--- config.mk ---
export PLATFORM = sky130hd
export DESIGN_NAME = fu_sequencer_flat
export DESIGN_NICKNAME = d
export VERILOG_FILES = /design/src/rtl/fu_sequencer_if.sv /design/src/rtl/fu_sequencer.sv /design/src/flat_wrapper.sv
export SDC_FILE = /design/constraint.sdc
export NUM_CORES = 1
export LEC_CHECK = 0
export CAP_MARGIN = 15
export CORE_ASPECT_RATIO = 1.75
export CORE_MARGIN = 2
export CORE_UTILIZATION = 49
export DETAILED_ROUTE_END_ITERATION = 8
export GPL_ROUTABILITY_DRIVEN = 0
export PLACE_DENSITY = 0.82
export SLEW_MARGIN = 15
export SYNTH_ARGS = -nofsm -noshare
export SYNTH_HDL_FRONTEND = slang
export SYNTH_SLANG_ARGS = --single-unit
--- constraint.sdc ---
create_clock -name clk -period 1.7 [get_ports clk]
set_input_delay 0.17 -clock clk [delete_from_list [all_inputs] [get_ports clk]]
set_output_delay 0.17 -clock clk [all_outputs]
set_load 0.01 [all_outputs]
--- src/rtl/fu_sequencer_if.sv ---
// Instruction and result handshake bundle between the control path and fu_sequencer.
// The sequencer uses the slave view; the issuing control path uses the master view.
interface fu_sequencer_if #(
   parameter int DATA_W = 8
);
   logic              instr_valid;
   logic              instr_ready;
   logic [12:0]       instr;
   logic              res_valid;
   logic              res_ready;
   logic [DATA_W-1:0] res_data;
   logic [3:0]        res_flags;

   modport slave (
      input  instr_valid, instr, res_ready,
      output instr_ready, res_valid, res_data, res_flags
   );

   modport master (
      output instr_valid, instr, res_ready,
      input  instr_ready, res_valid, res_data, res_flags
   );
endinterface

--- src/rtl/fu_sequencer.sv ---
// Function-unit sequencer: owns an 8-entry register file, issues {fs, rd, ra, rb}
// to an external combinational function unit and returns F/flags over a valid/ready port.
//
//   state   | meaning
//   --------+-----------------------------------------------------------------
//   S_IDLE  | ready for an instruction; register-file loads honoured
//   S_ISSUE | operands on fu_a/fu_b/fu_fs; result and flags captured at edge
//   S_DONE  | res_valid high, result held until res_ready is sampled
module fu_sequencer #(
   parameter int DATA_W = 8,
   parameter int NREG   = 8,
   parameter int CNT_W  = 16
) (
   input  logic              clk,
   input  logic              rst_n,
   fu_sequencer_if.slave     bus,
   input  logic              ld_en,
   input  logic [2:0]        ld_addr,
   input  logic [DATA_W-1:0] ld_data,
   output logic [DATA_W-1:0] fu_a,
   output logic [DATA_W-1:0] fu_b,
   output logic [3:0]        fu_fs,
   input  logic [DATA_W-1:0] fu_f,
   input  logic              fu_v,
   input  logic              fu_c,
   input  logic              fu_n,
   input  logic              fu_z,
   output logic [CNT_W-1:0]  op_count,
   input  logic [2:0]        dbg_addr,
   output logic [DATA_W-1:0] dbg_data
);

   typedef enum logic [1:0] {
      S_IDLE  = 2'd0,
      S_ISSUE = 2'd1,
      S_DONE  = 2'd2
   } state_t;

   state_t            state_q, state_d;
   logic [DATA_W-1:0] rf_q [NREG];
   logic [DATA_W-1:0] rf_d [NREG];
   logic [2:0]        rd_q, rd_d;
   logic [DATA_W-1:0] fu_a_q, fu_a_d;
   logic [DATA_W-1:0] fu_b_q, fu_b_d;
   logic [3:0]        fu_fs_q, fu_fs_d;
   logic [DATA_W-1:0] res_data_q, res_data_d;
   logic [3:0]        res_flags_q, res_flags_d;
   logic              res_valid_q, res_valid_d;
   logic              instr_ready_q, instr_ready_d;
   logic [CNT_W-1:0]  op_count_q, op_count_d;

   logic [3:0] in_fs;
   logic [2:0] in_rd;
   logic [2:0] in_ra;
   logic [2:0] in_rb;

   assign in_fs = bus.instr[12:9];
   assign in_rd = bus.instr[8:6];
   assign in_ra = bus.instr[5:3];
   assign in_rb = bus.instr[2:0];

   always_comb begin
      state_d       = state_q;
      rf_d          = rf_q;
      rd_d          = rd_q;
      fu_a_d        = fu_a_q;
      fu_b_d        = fu_b_q;
      fu_fs_d       = fu_fs_q;
      res_data_d    = res_data_q;
      res_flags_d   = res_flags_q;
      res_valid_d   = res_valid_q;
      op_count_d    = op_count_q;

      unique case (state_q)
         S_IDLE: begin
            // Operands read rf_q, so a same-edge load to ra/rb is not forwarded.
            if (ld_en) begin
               rf_d[ld_addr] = ld_data;
            end
            if (bus.instr_valid) begin
               fu_a_d  = rf_q[in_ra];
               fu_b_d  = rf_q[in_rb];
               fu_fs_d = in_fs;
               rd_d    = in_rd;
               state_d = S_ISSUE;
            end
         end
         S_ISSUE: begin
            res_data_d  = fu_f;
            res_flags_d = {fu_v, fu_c, fu_n, fu_z};
            rf_d[rd_q]  = fu_f;
            op_count_d  = op_count_q + CNT_W'(1);
            res_valid_d = 1'b1;
            state_d     = S_DONE;
         end
         S_DONE: begin
            if (bus.res_ready) begin
               res_valid_d = 1'b0;
               state_d     = S_IDLE;
            end
         end
         default: begin
            res_valid_d = 1'b0;
            state_d     = S_IDLE;
         end
      endcase

      instr_ready_d = (state_d == S_IDLE);
   end

   always_ff @(posedge clk) begin
      if (!rst_n) begin
         state_q       <= S_IDLE;
         for (int i = 0; i < NREG; i++) begin
            rf_q[i] <= '0;
         end
         rd_q          <= '0;
         fu_a_q        <= '0;
         fu_b_q        <= '0;
         fu_fs_q       <= '0;
         res_data_q    <= '0;
         res_flags_q   <= '0;
         res_valid_q   <= 1'b0;
         instr_ready_q <= 1'b1;
         op_count_q    <= '0;
      end else begin
         state_q       <= state_d;
         rf_q          <= rf_d;
         rd_q          <= rd_d;
         fu_a_q        <= fu_a_d;
         fu_b_q        <= fu_b_d;
         fu_fs_q       <= fu_fs_d;
         res_data_q    <= res_data_d;
         res_flags_q   <= res_flags_d;
         res_valid_q   <= res_valid_d;
         instr_ready_q <= instr_ready_d;
         op_count_q    <= op_count_d;
      end
   end

   assign bus.instr_ready = instr_ready_q;
   assign bus.res_valid   = res_valid_q;
   assign bus.res_data    = res_data_q;
   assign bus.res_flags   = res_flags_q;
   assign fu_a            = fu_a_q;
   assign fu_b            = fu_b_q;
   assign fu_fs           = fu_fs_q;
   assign op_count        = op_count_q;
   assign dbg_data        = rf_q[dbg_addr];

endmodule

--- src/flat_wrapper.sv ---
// flat-port wrapper written by rule: the top's interface ports become plain ports
module fu_sequencer_flat 
#(
   parameter int DATA_W = 8,
   parameter int NREG   = 8,
   parameter int CNT_W  = 16
)
  (clk, rst_n, ld_en, ld_addr, ld_data, fu_a, fu_b, fu_fs, fu_f, fu_v, fu_c, fu_n, fu_z, op_count, dbg_addr, dbg_data, bus_instr_valid, bus_instr, bus_res_ready, bus_instr_ready, bus_res_valid, bus_res_data, bus_res_flags);
  fu_sequencer_if #(.DATA_W(DATA_W)) bus_i ();
  input  logic clk;
  input  logic rst_n;
  input  logic ld_en;
  input  logic [2:0] ld_addr;
  input  logic [DATA_W-1:0] ld_data;
  output logic [DATA_W-1:0] fu_a;
  output logic [DATA_W-1:0] fu_b;
  output logic [3:0] fu_fs;
  input  logic [DATA_W-1:0] fu_f;
  input  logic fu_v;
  input  logic fu_c;
  input  logic fu_n;
  input  logic fu_z;
  output logic [CNT_W-1:0] op_count;
  input  logic [2:0] dbg_addr;
  output logic [DATA_W-1:0] dbg_data;
  input wire logic [$bits(bus_i.instr_valid)-1:0] bus_instr_valid;
  input wire logic [$bits(bus_i.instr)-1:0] bus_instr;
  input wire logic [$bits(bus_i.res_ready)-1:0] bus_res_ready;
  output wire logic [$bits(bus_i.instr_ready)-1:0] bus_instr_ready;
  output wire logic [$bits(bus_i.res_valid)-1:0] bus_res_valid;
  output wire logic [$bits(bus_i.res_data)-1:0] bus_res_data;
  output wire logic [$bits(bus_i.res_flags)-1:0] bus_res_flags;
  assign bus_i.instr_valid = bus_instr_valid;
  assign bus_i.instr = bus_instr;
  assign bus_i.res_ready = bus_res_ready;
  assign bus_instr_ready = bus_i.instr_ready;
  assign bus_res_valid = bus_i.res_valid;
  assign bus_res_data = bus_i.res_data;
  assign bus_res_flags = bus_i.res_flags;
  fu_sequencer #(.DATA_W(DATA_W), .NREG(NREG), .CNT_W(CNT_W)) u_core (.clk(clk), .rst_n(rst_n), .bus(bus_i), .ld_en(ld_en), .ld_addr(ld_addr), .ld_data(ld_data), .fu_a(fu_a), .fu_b(fu_b), .fu_fs(fu_fs), .fu_f(fu_f), .fu_v(fu_v), .fu_c(fu_c), .fu_n(fu_n), .fu_z(fu_z), .op_count(op_count), .dbg_addr(dbg_addr), .dbg_data(dbg_data));
endmodule
==> impl_metrics.toml <==
[status]
status = "finished, violations left"
violations = "DRC, setup timing"

[global_routing]
antenna_found_initial = 1
track_usage = 0.401
grt_max_degree = 71
grt_pass1_wl_mm = 43.0
overflow = 0
grt_pass1_vias = 7258

[floorplanning]
die_h_um = 157
row_count = 55
pin_count = 102
initial_core_util = 0.504
die_area_sq_um = 14400
core_sq_um = 13000
die_w_um = 91.4

[setup_path]
regToRegSetupSlack_ns = -0.15
worstPathArrival_ns = 1.73
cp.required_ns = 1.53
cp_cell_sequence = "mux4_2, mux2_4, buf_6"
cpLargestDelayFamily = "multiplexers"
cp-end-kind = "output port"
critPathMaxStageDelay_ns = 0.49
crit_start = "u_core.rf_q[52]"
r2r_cells = 5
path_class = "flop to output port"
path_buf_inv = 1
startpoint_type = "flop"
rr_startpoint = "u_core.state_q[0]"
r2r_end = "u_core.rf_q[23]"
cp_slowest_cell = "mux4_2"
crit_fanout = 2

[timing]
period_share = 1.12
slew_headroom = 0.628
holdWs_ns = 0.164
final_hold_viol_count = 0
worst_pin_slew_ns = 0.557
final_max_slew_viol_count = 0
setup_violations = 41
fmax_ghz = 0.526
period_needed_ns = 1.90
final.setup.worst_slack_ns = -0.202
fin_setup_tns_ns = -3.07
rsz0062_at_grt = "yes"
finClkSkew_ns = 0.00996

[worst_hold_path]
hp-start = "rst_n"
hold_end = "u_core.rf_q[63]"
hold_class = "primary input to flop"
worstHoldPathCells = 3

[layout]
seqCellArea_sq_um = 2430
multi_input_area_sq_um = 4240
syn_to_final_growth_pct = 47.5
num-nets-final = 911
mostFrequentLayoutCell = "buf_4"
final_cell_mix = "104 x buf_4, 101 x dfxtp_1, 91 x clkdlybuf4s50_1, 59 x nand2_1, 48 x mux4_2"
drive_gt1_frac = 0.356
fill_cells = 724

[place]
port-buffer-count = 101
post-dp-hpwl_mm = 18.4

[flow_run]
cap_violations = 0

[power]
pwr-share-clk = 0.453
combPwrFrac = 0.184
power_frac_seq = 0.363
p_leak_nw = 3.82
power.internal_mw = 6.05
ir_worst_vdd_mv = 0.699
netSwitchingFraction = 0.288
p_per_area_nw_per_um2 = 879
switching_power_mw = 2.45

[detailed_routing]
avgViaCountPerCell = 7.54
drtAntennaViolNets = 0
dr.first_iter.drc_count = 1436
wl_per_cell_um = 30.6
first_pass_iters = 9
drc_errors = 4
wl_mm = 32.2
vias = 7922

[synth]
synth_edf_count = 0
synth_area_per_cell_sq_um = 9.47
synth_fp_nets = 737
yosys.cell_types.count = 46
ys.flop_type = "dfxtp_1"
yosysWarnings = 0
async_reset_ff_frac = 0
synthCells = 692
ys_seq_area_frac = 0.363
synth_seq_cells = 119
syn_area_sq_um = 6560

[clock_network]
cts_tree = "built"
numCtsBuffers = 17
clkSinkCount = 119
path_clk_slew_ns = 0.06
cts_root_buffer = "clkbuf_16"
insertion_delay_ns = 0.43
cts-htree-levels = 4
cts.path.max_buffers = 2
hold_buffers = 0
==> sequential cells by signal, summed over array words and instances (netlist names) <==
register,flops
u_core.bus.instr_ready,1
u_core.op_count,16
u_core.rd_q,3
u_core.fu_b,8
u_core.bus.res_valid,1
u_core.bus.res_data,8
u_core.fu_a,8
u_core.fu_fs,4
u_core.bus.res_flags,4
u_core.state_q,2
u_core.rf_q,64
==> cell type report <==
| class | instances | area share |
|---|---|---|
| antenna | 1 | 0.000259 |
| tap | 171 | 0.0221 |
| timing repair buffer | 228 | 0.223 |
| multi-input combinational | 497 | 0.438 |
| inverter | 3 | 0.00116 |
| clock buffer | 19 | 0.0468 |
| clock inverter | 13 | 0.0176 |
| sequential | 119 | 0.251 |
==> worst register-to-register path: stages (launching register included) <==
cell and delay, ns:
dfxtp_4 0.38, or4b_4 0.59, nor2_4 0.21, buf_12 0.18, buf_4 0.21, o311a_1 0.22
==> power groups by stage <==
stage | Clock (mW) | Sequential [mW] | Combinational (mW)
5_1_grt | 3.94 | 3.08 | 1.61
3_3_place_gp | 0 | 3.10 | 1.28
6_report | 3.85 | 3.08 | 1.57
3_5_place_dp | 0 | 3.11 | 1.32
4_1_cts | 3.80 | 3.05 | 1.38
2_1_floorplan | 0 | 3.09 | 0.663
==> worst max-delay path by stage <==
stage | to | slack (ns) | cells past startpoint
after floorplan | dbg_data[0] | 0.03 | 4
after global placement | dbg_data[4] | -0.63 | 5
after detailed placement | dbg_data[2] | -0.69 | 5
after CTS | dbg_data[2] | -0.16 | 3
after global routing | u_core.rf_q[2] | -0.36 | 5
final | dbg_data[4] | -0.20 | 3
==> per-stage QoR <==
stage	utilization	total power [mW]	cells	worst slack (ns)	cell area (sq um)
3_5_place_dp	0.653	4.43	1008	-0.686	8490
3_3_place_gp	0.653	4.38	1008	-0.633	8490
6_report	0.744	8.51	1051	-0.202	9670
5_1_grt	0.744	8.63	1051	-0.362	9670
2_1_floorplan	-	3.76	692	0.0253	6560
4_1_cts	0.710	8.22	1042	-0.159	9240
==> layer usage <==
metal  vias up  global-route usage  routed length, um
met5         -                   0                  0
met4         0               0.354               4060
met3       341               0.134               4100
met2       887               0.645              14600
met1      3657               0.413               9460
li1       3037                   -                  -
==> cells by family (layout without fill, tap and decap cells) <==
logic type / count (synthesis) / after routing / share of synthesized area
other: 0 / 1 / 0
and+or+nand+nor: 218 / 218 / 0.173
AOI/OAI and AO/OA: 212 / 212 / 0.220
muxes: 56 / 56 / 0.179
xor gates and xnor gates: 10 / 10 / 0.0134
adders and majority gates: 1 / 1 / 0.00191
buffers and inverters: 76 / 263 / 0.0494
DFF: 119 / 119 / 0.363
==> cell usage after synthesis, drive strengths merged (4+ instances only) <==
master,n,area [sq um]
nor4,4,55.1
nand3,10,50.1
o22ai,66,425
xor2,5,43.8
dfxtp,119,2380
o31ai,16,120
nor3,51,260
o311a,40,400
nor2,40,160
clkbuf,48,180
nand3b,4,42.5
nand2,61,229
o211a,9,90.1
buf,25,133
mux4,48,1080
xnor2,5,43.8
o21ai,38,190
nand4,5,31.3
mux2,8,90.1
nand2b,23,144
a21oi,42,210
==> timing repair <==
action | in CTS | in global routing
cloned | 0 | 2
setup endpoints to repair | 69 | 76
gates resized for setup | 79 | 79
hold endpoints to repair | 0 | 0
pin swaps | 0 | 6
setup buffers | 2 | 6
Note: power is estimated with default switching activity, not from simulation.
